<file path="config.mk">
export PLATFORM = sky130hd
export DESIGN_NAME = mem_arbiter
export DESIGN_NICKNAME = d
export VERILOG_FILES = /design/src/rtl/mem_arbiter_pkg.sv /design/src/rtl/mem_arbiter_picker.sv /design/src/rtl/mem_arbiter.sv
export SDC_FILE = /design/constraint.sdc
export NUM_CORES = 1
export LEC_CHECK = 0
export CELL_PAD_IN_SITES_DETAIL_PLACEMENT = 1
export CELL_PAD_IN_SITES_GLOBAL_PLACEMENT = 1
export CORE_MARGIN = 4
export CORE_UTILIZATION = 25
export CTS_CLUSTER_DIAMETER = 100
export CTS_CLUSTER_SIZE = 28
export DETAILED_ROUTE_END_ITERATION = 8
export GPL_TIMING_DRIVEN = 0
export PLACE_DENSITY_LB_ADDON = 0.1
export SYNTH_ARGS = -nofsm -noshare
export SYNTH_HDL_FRONTEND = slang
export SYNTH_SLANG_ARGS = --single-unit
</file>
<file path="constraint.sdc">
create_clock -name clk -period 3.32 [get_ports clk]
set_input_delay 0.664 -clock clk [delete_from_list [all_inputs] [get_ports clk]]
set_output_delay 0.664 -clock clk [all_outputs]
set_load 0.01 [all_outputs]
</file>
<file path="src/rtl/mem_arbiter_pkg.sv">
// mem_arbiter_pkg: shared types for the memory arbiter.
//   arb_state_e : arbiter FSM states
//   arb_src_e   : request sources (i-cache read, d-cache read, d-cache write);
//                 the enum value is also the bit index into the grant vector
package mem_arbiter_pkg;

   typedef enum logic [1:0] {
      IDLE    = 2'd0,
      RD_CMD  = 2'd1,
      RD_DATA = 2'd2,
      WR_CMD  = 2'd3
   } arb_state_e;

   typedef enum logic [1:0] {
      SRC_IC = 2'd0,
      SRC_DR = 2'd1,
      SRC_DW = 2'd2
   } arb_src_e;

   localparam int NUM_SRC = 3;

endpackage

</file>
<file path="src/rtl/mem_arbiter_picker.sv">
// mem_arbiter_picker: combinational fairness selection between the
// instruction side and the data side.
//   ic_valid, dr_valid, dw_valid : pending requests
//   last_grant_d                 : previous grant went to the data side
//   grant                        : one-hot grant, indexed by arb_src_e
//   grant_any                    : some source is granted
module mem_arbiter_picker
   import mem_arbiter_pkg::*;
(
   input  logic               ic_valid,
   input  logic               dr_valid,
   input  logic               dw_valid,
   input  logic               last_grant_d,
   output logic [NUM_SRC-1:0] grant,
   output logic               grant_any
);

   logic d_valid;

   assign d_valid = dr_valid | dw_valid;

   // I and D alternate when both are pending; inside D the write wins
   // because the write-through d-cache must not stall on its own reads.
   always_comb begin
      grant = '0;
      if (ic_valid && (!d_valid || last_grant_d))
         grant[SRC_IC] = 1'b1;
      else if (dw_valid)
         grant[SRC_DW] = 1'b1;
      else if (dr_valid)
         grant[SRC_DR] = 1'b1;
   end

   assign grant_any = |grant;

endmodule

</file>
<file path="src/rtl/mem_arbiter.sv">
// mem_arbiter: serialises i-cache reads, d-cache reads and d-cache writes
// onto one external memory command port and routes read bursts back.
//   clk, rst                 : clock, asynchronous active-high reset
//   ic_rd_req_* / ic_rd_data* : i-cache line read request / returned beats
//   dc_rd_req_* / dc_rd_data* : d-cache line read request / returned beats
//   dc_wr_req_*               : d-cache single-word write request
//   mem_cmd_*                 : command to memory (registered)
//   mem_rd_data*              : read beats from memory
module mem_arbiter
   import mem_arbiter_pkg::*;
#(
   parameter int ADDR_WIDTH = 26,
   parameter int DATA_WIDTH = 32,
   parameter int BURST_LEN  = 4
)(
   input  logic                  clk,
   input  logic                  rst,
   input  logic                  ic_rd_req_valid,
   input  logic [ADDR_WIDTH-1:0] ic_rd_req_addr,
   output logic                  ic_rd_req_ready,
   output logic                  ic_rd_data_valid,
   output logic [DATA_WIDTH-1:0] ic_rd_data,
   input  logic                  dc_rd_req_valid,
   input  logic [ADDR_WIDTH-1:0] dc_rd_req_addr,
   output logic                  dc_rd_req_ready,
   output logic                  dc_rd_data_valid,
   output logic [DATA_WIDTH-1:0] dc_rd_data,
   input  logic                  dc_wr_req_valid,
   input  logic [ADDR_WIDTH-1:0] dc_wr_req_addr,
   input  logic [DATA_WIDTH-1:0] dc_wr_req_data,
   output logic                  dc_wr_req_ready,
   output logic                  mem_cmd_valid,
   input  logic                  mem_cmd_ready,
   output logic                  mem_cmd_write,
   output logic [ADDR_WIDTH-1:0] mem_cmd_addr,
   output logic [DATA_WIDTH-1:0] mem_cmd_wdata,
   input  logic                  mem_rd_data_valid,
   input  logic [DATA_WIDTH-1:0] mem_rd_data
);

   localparam int CNT_W = $clog2(BURST_LEN);

   arb_state_e         state;
   arb_src_e           owner;
   logic               last_grant_d;
   logic [CNT_W-1:0]   beat_cnt;
   logic [NUM_SRC-1:0] grant;
   logic               grant_any;
   logic               idle;
   logic               beat;

   mem_arbiter_picker u_picker (
      .ic_valid     (ic_rd_req_valid),
      .dr_valid     (dc_rd_req_valid),
      .dw_valid     (dc_wr_req_valid),
      .last_grant_d (last_grant_d),
      .grant        (grant),
      .grant_any    (grant_any)
   );

   // rst gating keeps the handshakes quiet while reset is held, since the
   // async reset already forces state to IDLE.
   assign idle = (state == IDLE) && !rst;
   assign beat = (state == RD_DATA) && mem_rd_data_valid && !rst;

   assign ic_rd_req_ready = idle && grant[SRC_IC];
   assign dc_rd_req_ready = idle && grant[SRC_DR];
   assign dc_wr_req_ready = idle && grant[SRC_DW];

   assign ic_rd_data_valid = beat && (owner == SRC_IC);
   assign dc_rd_data_valid = beat && (owner == SRC_DR);
   assign ic_rd_data       = mem_rd_data;
   assign dc_rd_data       = mem_rd_data;

   always_ff @(posedge clk or posedge rst) begin
      if (rst) begin
         state         <= IDLE;
         owner         <= SRC_IC;
         last_grant_d  <= 1'b0;
         beat_cnt      <= '0;
         mem_cmd_valid <= 1'b0;
         mem_cmd_write <= 1'b0;
         mem_cmd_addr  <= '0;
         mem_cmd_wdata <= '0;
      end else begin
         case (state)
            IDLE: begin
               if (grant_any) begin
                  mem_cmd_valid <= 1'b1;
                  if (grant[SRC_DW]) begin
                     owner         <= SRC_DW;
                     mem_cmd_addr  <= dc_wr_req_addr;
                     mem_cmd_wdata <= dc_wr_req_data;
                     mem_cmd_write <= 1'b1;
                     last_grant_d  <= 1'b1;
                     state         <= WR_CMD;
                  end else if (grant[SRC_DR]) begin
                     owner         <= SRC_DR;
                     mem_cmd_addr  <= dc_rd_req_addr;
                     mem_cmd_write <= 1'b0;
                     last_grant_d  <= 1'b1;
                     state         <= RD_CMD;
                  end else begin
                     owner         <= SRC_IC;
                     mem_cmd_addr  <= ic_rd_req_addr;
                     mem_cmd_write <= 1'b0;
                     last_grant_d  <= 1'b0;
                     state         <= RD_CMD;
                  end
               end
            end
            RD_CMD: begin
               if (mem_cmd_ready) begin
                  mem_cmd_valid <= 1'b0;
                  beat_cnt      <= '0;
                  state         <= RD_DATA;
               end
            end
            WR_CMD: begin
               if (mem_cmd_ready) begin
                  mem_cmd_valid <= 1'b0;
                  state         <= IDLE;
               end
            end
            RD_DATA: begin
               if (mem_rd_data_valid) begin
                  if (beat_cnt == CNT_W'(BURST_LEN - 1)) begin
                     beat_cnt <= '0;
                     state    <= IDLE;
                  end else begin
                     beat_cnt <= beat_cnt + 1'b1;
                  end
               end
            end
            default: state <= IDLE;
         endcase
      end
   end

endmodule

</file>
After elaboration in Yosys (flattened, before gate mapping)
Cells that the tools add are included.
{ "word_totals": {"regBits": 67, "input_bits": 149, "romBits": 0, "n_memories": 0, "elab_cells": 69, "ramBits": 0, "latch_bits": 0, "output_inout_bits": 129} }
{ "classes": {"eq_ne": 11, "n_mux": 25, "div_mod_pow": 0, "bitwise_logic": 1, "n_mul": 0, "magnitude_cmp": 0, "n_shift": 0, "n_addsub": 1, "n_reduce_logical": 23} }
{ "op_table": {"columns": ["cell", "count"], "rows": [
  ["$mux W26", 2],
  ["$mux W2", 10],
  ["$mux W1", 10],
  ["$logic_and A1 B1 Y1", 9],
  ["$reduce_and A3 Y1", 3],
  ["$ne A2 B2 Y1 const B", 4],
  ["$pmux W2 S4", 1],
  ["$eq A2 B2 Y1 const B", 3],
  ["$reduce_and A5 Y1", 1],
  ["$eq A2 B1 Y1 const B", 2],
  ["$logic_not A2 Y1", 2],
  ["$ne A2 B1 Y1 const B", 2],
  ["$pmux W2 S2", 1],
  ["$reduce_bool A2 Y1", 2],
  ["$reduce_or A3 Y1", 1],
  ["$add A2 B1 Y2 const B", 1],
  ["$logic_not A1 Y1", 2],
  ["$pmux W1 S2", 1],
  ["$reduce_and A2 Y1", 1],
  ["$reduce_or A2 Y1", 1],
  ["$logic_or A1 B1 Y1", 1],
  ["$or A1 B1 Y1", 1]
]} }

Depth between registers and ports, before layout
Gate-level depths: netlist (run 1).
{ "logic_depth": {"word_depth": 8, "mapped_depth": 6, "mapped_depth_nobuf": 4} }

By module
From an unflattened synthesis (run 1), not the netlist that was laid out.
{ "hier_totals": {"cells_unflattened": 322, "area_unflattened_um2": 3751.1} }
{ "by_module_without_submodules": {"columns": ["module", "area_each_um2", "n_inst", "cells_each", "seq_area_each_um2"], "rows": [
  ["mem_arbiter", 3714.8, 1, 316, 1651.6],
  ["mem_arbiter_picker", 36.3, 1, 6, 0.0]
]} }

Worst setup path after synthesis (run 1)
No wires, ideal clock.
{ "synth_timing": {"path_kind": "input -> output", "from": "in rst", "to": "out ic_rd_req_ready", "required_ns": 2.656, "setup_slack_ns": 0.191, "n_path_buf": 0, "arrival_time_ns": 2.465, "path_stages": 2, "cell_sequence": "inv_1 -> o2111a_1"} }
{ "synth_between": {"elab_chain_len": 3} }
{ "synth_lines": {"columns": ["element", "line_no", "source"], "rows": [
  ["start: declaration", "mem_arbiter.sv:17", "input logic rst,"],
  ["$logic_not A1 Y1 (no source line)", null, null],
  ["$logic_and A1 B1 Y1", "mem_arbiter.sv:63", "assign idle = (state == IDLE) && !rst;"],
  ["$logic_and A1 B1 Y1", "mem_arbiter.sv:66", "assign ic_rd_req_ready = idle && grant[SRC_IC];"],
  ["end: declaration", "mem_arbiter.sv:20", "output logic ic_rd_req_ready,"]
]} }
Every way passes these cells.

Worst setup path after layout (run 1)
Same ends and word-level chain as after synthesis.

==> results of run 1 <==
registers in the layout, indices dropped and copies added (netlist names):
register,cells
mem_cmd_wdata,32
mem_cmd_write,1
mem_cmd_valid,1
state,2
owner,1
last_grant_d,1
beat_cnt,2
mem_cmd_addr,26
where the power goes:
group	internal, mW	switching [mW]
logic	1.48	1.04
registers	1.22	0.248
clock network	0.588	0.389
total	3.28	1.68
per-stage QoR:
step | hold WS [ns] | area [um^2]
after floorplan | 0.4613 | 3817
after global routing | 0.5136 | 6828
after CTS | 0.4934 | 6815
after detailed placement | 0.4785 | 6492
final | 0.4870 | 6828
after global placement | 0.4652 | 6490
layout make-up:
type                       count  area, um^2
fill                        1597        7926
clock buffer                   9       225.2
sequential                    66        1652
tap                          184       230.2
multi-input combinational    182        1536
inverter                       1       30.03
clock inverter                 7       77.57
buffer                        83       635.6
timing repair buffer         244        2441
worst max-delay path by stage:
stage / from / endpoint / slack [ns] / cells after the start
after floorplan: rst / ic_rd_req_ready / 0.19 / 2
after global placement: rst / ic_rd_req_ready / -1.63 / 4
after detailed placement: rst / ic_rd_req_ready / -0.20 / 4
after CTS: rst / ic_rd_req_ready / 0.01 / 4
after global routing: rst / ic_rd_req_ready / 0.06 / 4
final: rst / ic_rd_req_ready / 0.21 / 4
cells by family (layout without fill, tap and decap cells):
family	Yosys count	in the layout	synth area share, %
compound gates	65	65	17.60
mux	32	32	12.19
simple gates	84	84	9.997
flops	66	66	43.26
buf+inv	84	344	16.62
fa+ha+maj	1	1	0.3277
metal layers:
metal / vias to the layer above / wire length, um / global-route usage (%)
met5: - / 12 / 0
met4: 2 / 134 / 3.734
met3: 10 / 1438 / 7.913
met2: 160 / 6865 / 26.53
met1: 1663 / 5123 / 16.65
li1: 1624 / - / -
repair_timing:
action	CTS	global route
hold buffers	0	0
pin swaps	0	0
gates resized for setup	6	3
setup endpoints to repair	2	1
hold endpoints to repair	0	0
tightest hold or removal path: cells and delay by family, from the launching register on:
kind	cells	cell delay [ns]
flops	1	0.35
compound gates	1	0.05
simple gates	1	0.05
cells in the final DEF (no fill, tap or decap), types with 8 or more instances in the layout:
cell | netlist | layout
nor2b_1 | 8 | 8
nand2_1 | 14 | 14
mux2_4 | 28 | 28
dfrtp_1 | 66 | 66
clkbuf_16 | 0 | 9
buf_6 | 8 | 8
a22o_1 | 20 | 20
nor2_1 | 49 | 49
a221oi_2 | 19 | 19
buf_4 | 66 | 68
clkdlybuf4s50_1 | 0 | 243
==> results_dict.tcl, run 1 <==
set metrics [dict create \
    clk_pin_slew_ns 0.06 \
    grt_pass1_wl_um 21350 \
    crit_required_ns 2.66 \
    cts_tree "done" \
    routabilityCongestion 0.7160 \
    instances_no_fill 776 \
    ys_ff_latch 66 \
    fmax_ghz 0.3217 \
    path_class "input pin to output pin" \
    max_cap_violations 0 \
    cts_setup_buffers 0 \
    numPortBuffers 244 \
    fin_tns_setup_ns 0 \
    io_pins 278 \
    cp_slowest_cell "clkdlybuf4s50_1" \
    synth_cells 332 \
    utilization_pct 46.28 \
    synth.area.top_cells "dfrtp_1 43%, buf_4 13%, mux2_4 11%, a221oi_2 7.5%, nor2_1 4.8%" \
    dieArea_um2 17310 \
    drv_slew 0 \
    fin_nets 737 \
    track_usage_pct 15.32 \
    post_drt_wl_per_cell_um 17.49 \
    cts_htree_levels 3 \
    die_w_um 131.6 \
    r2r_slack_ns 1.75 \
    cp_cell_sequence "clkdlybuf4s50_1 -> bufinv_16 -> o2111a_1 -> clkdlybuf4s50_1" \
    crit_family "buffers and inverters" \
    first_global_vias 3966 \
    crit_fanout 67 \
    clock_skew_ns 0.005946 \
    rsz0062_at_grt "no" \
    critPathLaunchType "input pin" \
    power_density_nw_per_um2 726.0 \
    min_path_cells 2 \
    syn_nets 482 \
    drive_gt1_share_pct 26.52 \
    final_hold_viol_count 0 \
    crit_buf_inv 3 \
    synth_flop_cell "dfrtp_1" \
    core_area_um2 14750 \
    yosysWarningCount 0 \
    vias 3459 \
    endpoint_kind "output pin" \
    insertion_delay_ns 0.33 \
    worstMarginPinSlew_ns 0.5889 \
    min_path_type "flip-flop to flip-flop" \
    vias_per_cell 4.457 \
    max-slew-margin-rel_pct 60.74 \
    dieHeight_um 131.6 \
    layout_setup_ws_ns 0.2110 \
    outcome "completed" \
    synthTopCellsByCount "66 x buf_4, 66 x dfrtp_1, 49 x nor2_1" \
    cpMostUsedCell "clkdlybuf4s50_1" \
    initial_core_util_pct 25.87 \
    async_flop_share_pct 100.0 \
    pre_cts_slack_ns -0.2032 \
    grt_max_degree 68 \
    antenna_found_initial 1 \
    area_growth_pct 78.86 \
    r2r-start "state[1]" \
    seq_area_frac_synth_pct 43.26 \
    synth.avg_cell_area_um2 11.50 \
    synth_area_um2 3817 \
    rr_worst_depth 5 \
    period_share_pct 93.64 \
    core.rowCount 44 \
    ctsLongestPathBuffers 2 \
    min-delay-start "mem_cmd_addr[13]" \
    numCtsBuffers 9 \
    synth_top_cell_area_share_pct 43.26 \
    drt_iter0_markers 61 \
    crit_arrival_ns 2.44 \
    dp.cells 760 \
    fin_crit_ns 3.109 \
    slowest_delay_ns 0.57 \
    r2r_end "mem_cmd_addr[3]" \
    post-dp-hpwl_um 10760 \
    p_leak_nw 2.957 \
    clock_tree.root_cell "clkbuf_16" \
    synth_edf_count 0 \
    grt_overflow 0 \
    setup_violations 0 \
    vdd.ir_drop.worst_v 0.0003166 \
    synth_area_leader_cell "dfrtp_1" \
    routed_wirelength_um 13570 \
    drc 0 \
    postRouteAntennaNets 0 \
    hold_end "mem_cmd_addr[13]" \
    ys_types 35 \
    cts_sinks 66 \
    dr.pass1.iters 4 \
    power_mw 4.957 \
    diodes 0 \
]
Power figures use the tool's default switching activity.
==> run 2, diff against run 1 <==
==> constraint.sdc (replaced) <==
create_clock -name clk -period 3.32 [get_ports clk]
set_input_delay 0.664 -clock clk [delete_from_list [all_inputs] [get_ports clk]]
set_output_delay 0.664 -clock clk [all_outputs]
set_load 0.005 [all_outputs]
==> results_dict.tcl, run 2 (synthesized netlist as in run 1, its figures left out) <==
set metrics [dict create \
    p_sw_mw 1.522 \
    worstMarginPinSlew_ns 0.5820 \
    first_global_vias 3966 \
    grt_pass1_wl_um 21350 \
    grt_max_degree 68 \
    routed_wirelength_um 13630 \
    setup_violations 0 \
    postRouteAntennaNets 0 \
    fin_tns_setup_ns 0 \
    grt_overflow 0 \
    vias 3473 \
    utilization_pct 46.36 \
    numCtsBuffers 9 \
    fin_nets 740 \
    track_usage_pct 15.32 \
    core.rowCount 44 \
    clkPwrFrac_pct 20.4 \
    largest_reg_flops 32 \
    mostFrequentLayoutCells "244 x clkdlybuf4s50_1, 71 x buf_4, 66 x dfrtp_1, 49 x nor2_1, 28 x mux2_4" \
    drt_iter0_markers 51 \
    endpoint_kind "output pin" \
    layout_setup_ws_ns 0.1079 \
    dieArea_um2 17310 \
    period_share_pct 96.75 \
    fin_crit_ns 3.212 \
    crit_fanout 10 \
    final_hold_viol_count 0 \
    max-slew-margin-rel_pct 61.20 \
    outcome "completed" \
    fmax_ghz 0.3113 \
    power_density_nw_per_um2 703.0 \
    drv_slew 0 \
    crit_required_ns 2.66 \
    vdd.ir_drop.worst_v 0.0003287 \
    clock_skew_ns 0.007499 \
    instances_no_fill 779 \
    power_mw 4.809 \
    numPortBuffers 244 \
    pre_cts_slack_ns -0.1692 \
    p_int_mw 3.286 \
    mostFrequentLayoutCell "clkdlybuf4s50_1" \
    min_path_type "flip-flop to flip-flop" \
    area_growth_pct 79.19 \
    clock_tree.root_cell "clkbuf_16" \
    p_sw_share_pct 31.66 \
    power.share.sequential_pct 30.5 \
    post_dp_cell_area_um2 6492 \
    p_leak_nw 2.959 \
    holdWs_ns 0.4880 \
    cts_tree "done" \
    drc 0 \
    antenna_found_initial 1 \
    dieHeight_um 131.6 \
    dp.cells 760 \
    vias_per_cell 4.458 \
    insertion_delay_ns 0.33 \
    io_pins 278 \
    post_drt_wl_per_cell_um 17.49 \
    p_comb_share_pct 49.1 \
    critPathLaunchType "input pin" \
    cts_htree_levels 3 \
    cts_hold_buf 0 \
    crit_arrival_ns 2.55 \
    drive_gt1_share_pct 27.06 \
    path_class "input pin to output pin" \
    dr.pass1.iters 4 \
    cts_sinks 66 \
    diodes 0 \
    fin_area_um2 6840 \
    clk_pin_slew_ns 0.06 \
    top_register "mem_cmd_wdata" \
    routabilityCongestion 0.7160 \
    rsz0062_at_grt "no" \
    die_w_um 131.6 \
    ctsLongestPathBuffers 2 \
    max_cap_violations 0 \
    post-dp-hpwl_um 10760 \
    core_area_um2 14750 \
    top_regs "mem_cmd_wdata (32), mem_cmd_addr (26)" \
    initial_core_util_pct 25.87 \
]
## run 2: cell type report
type                            instances  area (um^2)
Tap cell                              184        230.2
Buffer                                 83        635.6
Fill cell                            1596         7914
Clock buffer                            9        225.2
Timing Repair Buffer                  247         2465
Inverter                                1        16.27
Multi-Input combinational cell        182         1539
Sequential cell                        66         1652
Clock inverter                          7        77.57
## run 2: path summary, 6_finish.rpt
path / startpoint / endpoint / slack (ns) / cells past startpoint
hold reg to reg: mem_cmd_addr[13] / mem_cmd_addr[13] / 0.49 / 2
setup / recovery: ic_rd_req_valid / dc_rd_req_ready / 0.11 / 6
min in group asynchronous: rst / mem_cmd_wdata[23] / 0.88 / 2
hold / removal: mem_cmd_addr[13] / mem_cmd_addr[13] / 0.49 / 2
setup reg to reg: state[1] / mem_cmd_addr[3] / 1.74 / 5
max in group asynchronous: rst / mem_cmd_addr[0] / 2.16 / 2
## run 2: worst max-delay path, cell delays in order
cell and delay, ns:
clkdlybuf4s50_1 0.56, nand2_4 0.15, buf_4 0.23, nand2_1 0.13, nor4_1 0.24, clkdlybuf4s50_1 0.59
## run 2: per-layer routing
| layer | GRT usage (%) | routed length, um | vias to the layer above | part of all wire (%) |
|---|---|---|---|---|
| li1 | - | - | 1632 | - |
| met1 | 16.65 | 5174 | 1671 | 38 |
| met2 | 26.53 | 6872 | 158 | 50 |
| met3 | 7.913 | 1432 | 10 | 11 |
| met4 | 3.734 | 131 | 2 | 0.96 |
| met5 | 0 | 13 | - | 0.095 |
## run 2: timing repair
item	CTS	global route
setup buffers	0	3
endpoints found under the setup margin	2	2
resized for setup	5	3
pin swaps	0	1
hold endpoints to repair	0	0
## run 2: power groups by stage
stage	sequential [mW]	clock [mW]	combinational, mW
after floorplan	1.48	0	1.08
after global placement	1.45	0	2.35
after detailed placement	1.48	0	2.38
after CTS	1.47	1.01	2.40
after global routing	1.52	1.05	2.56
final	1.47	0.979	2.36
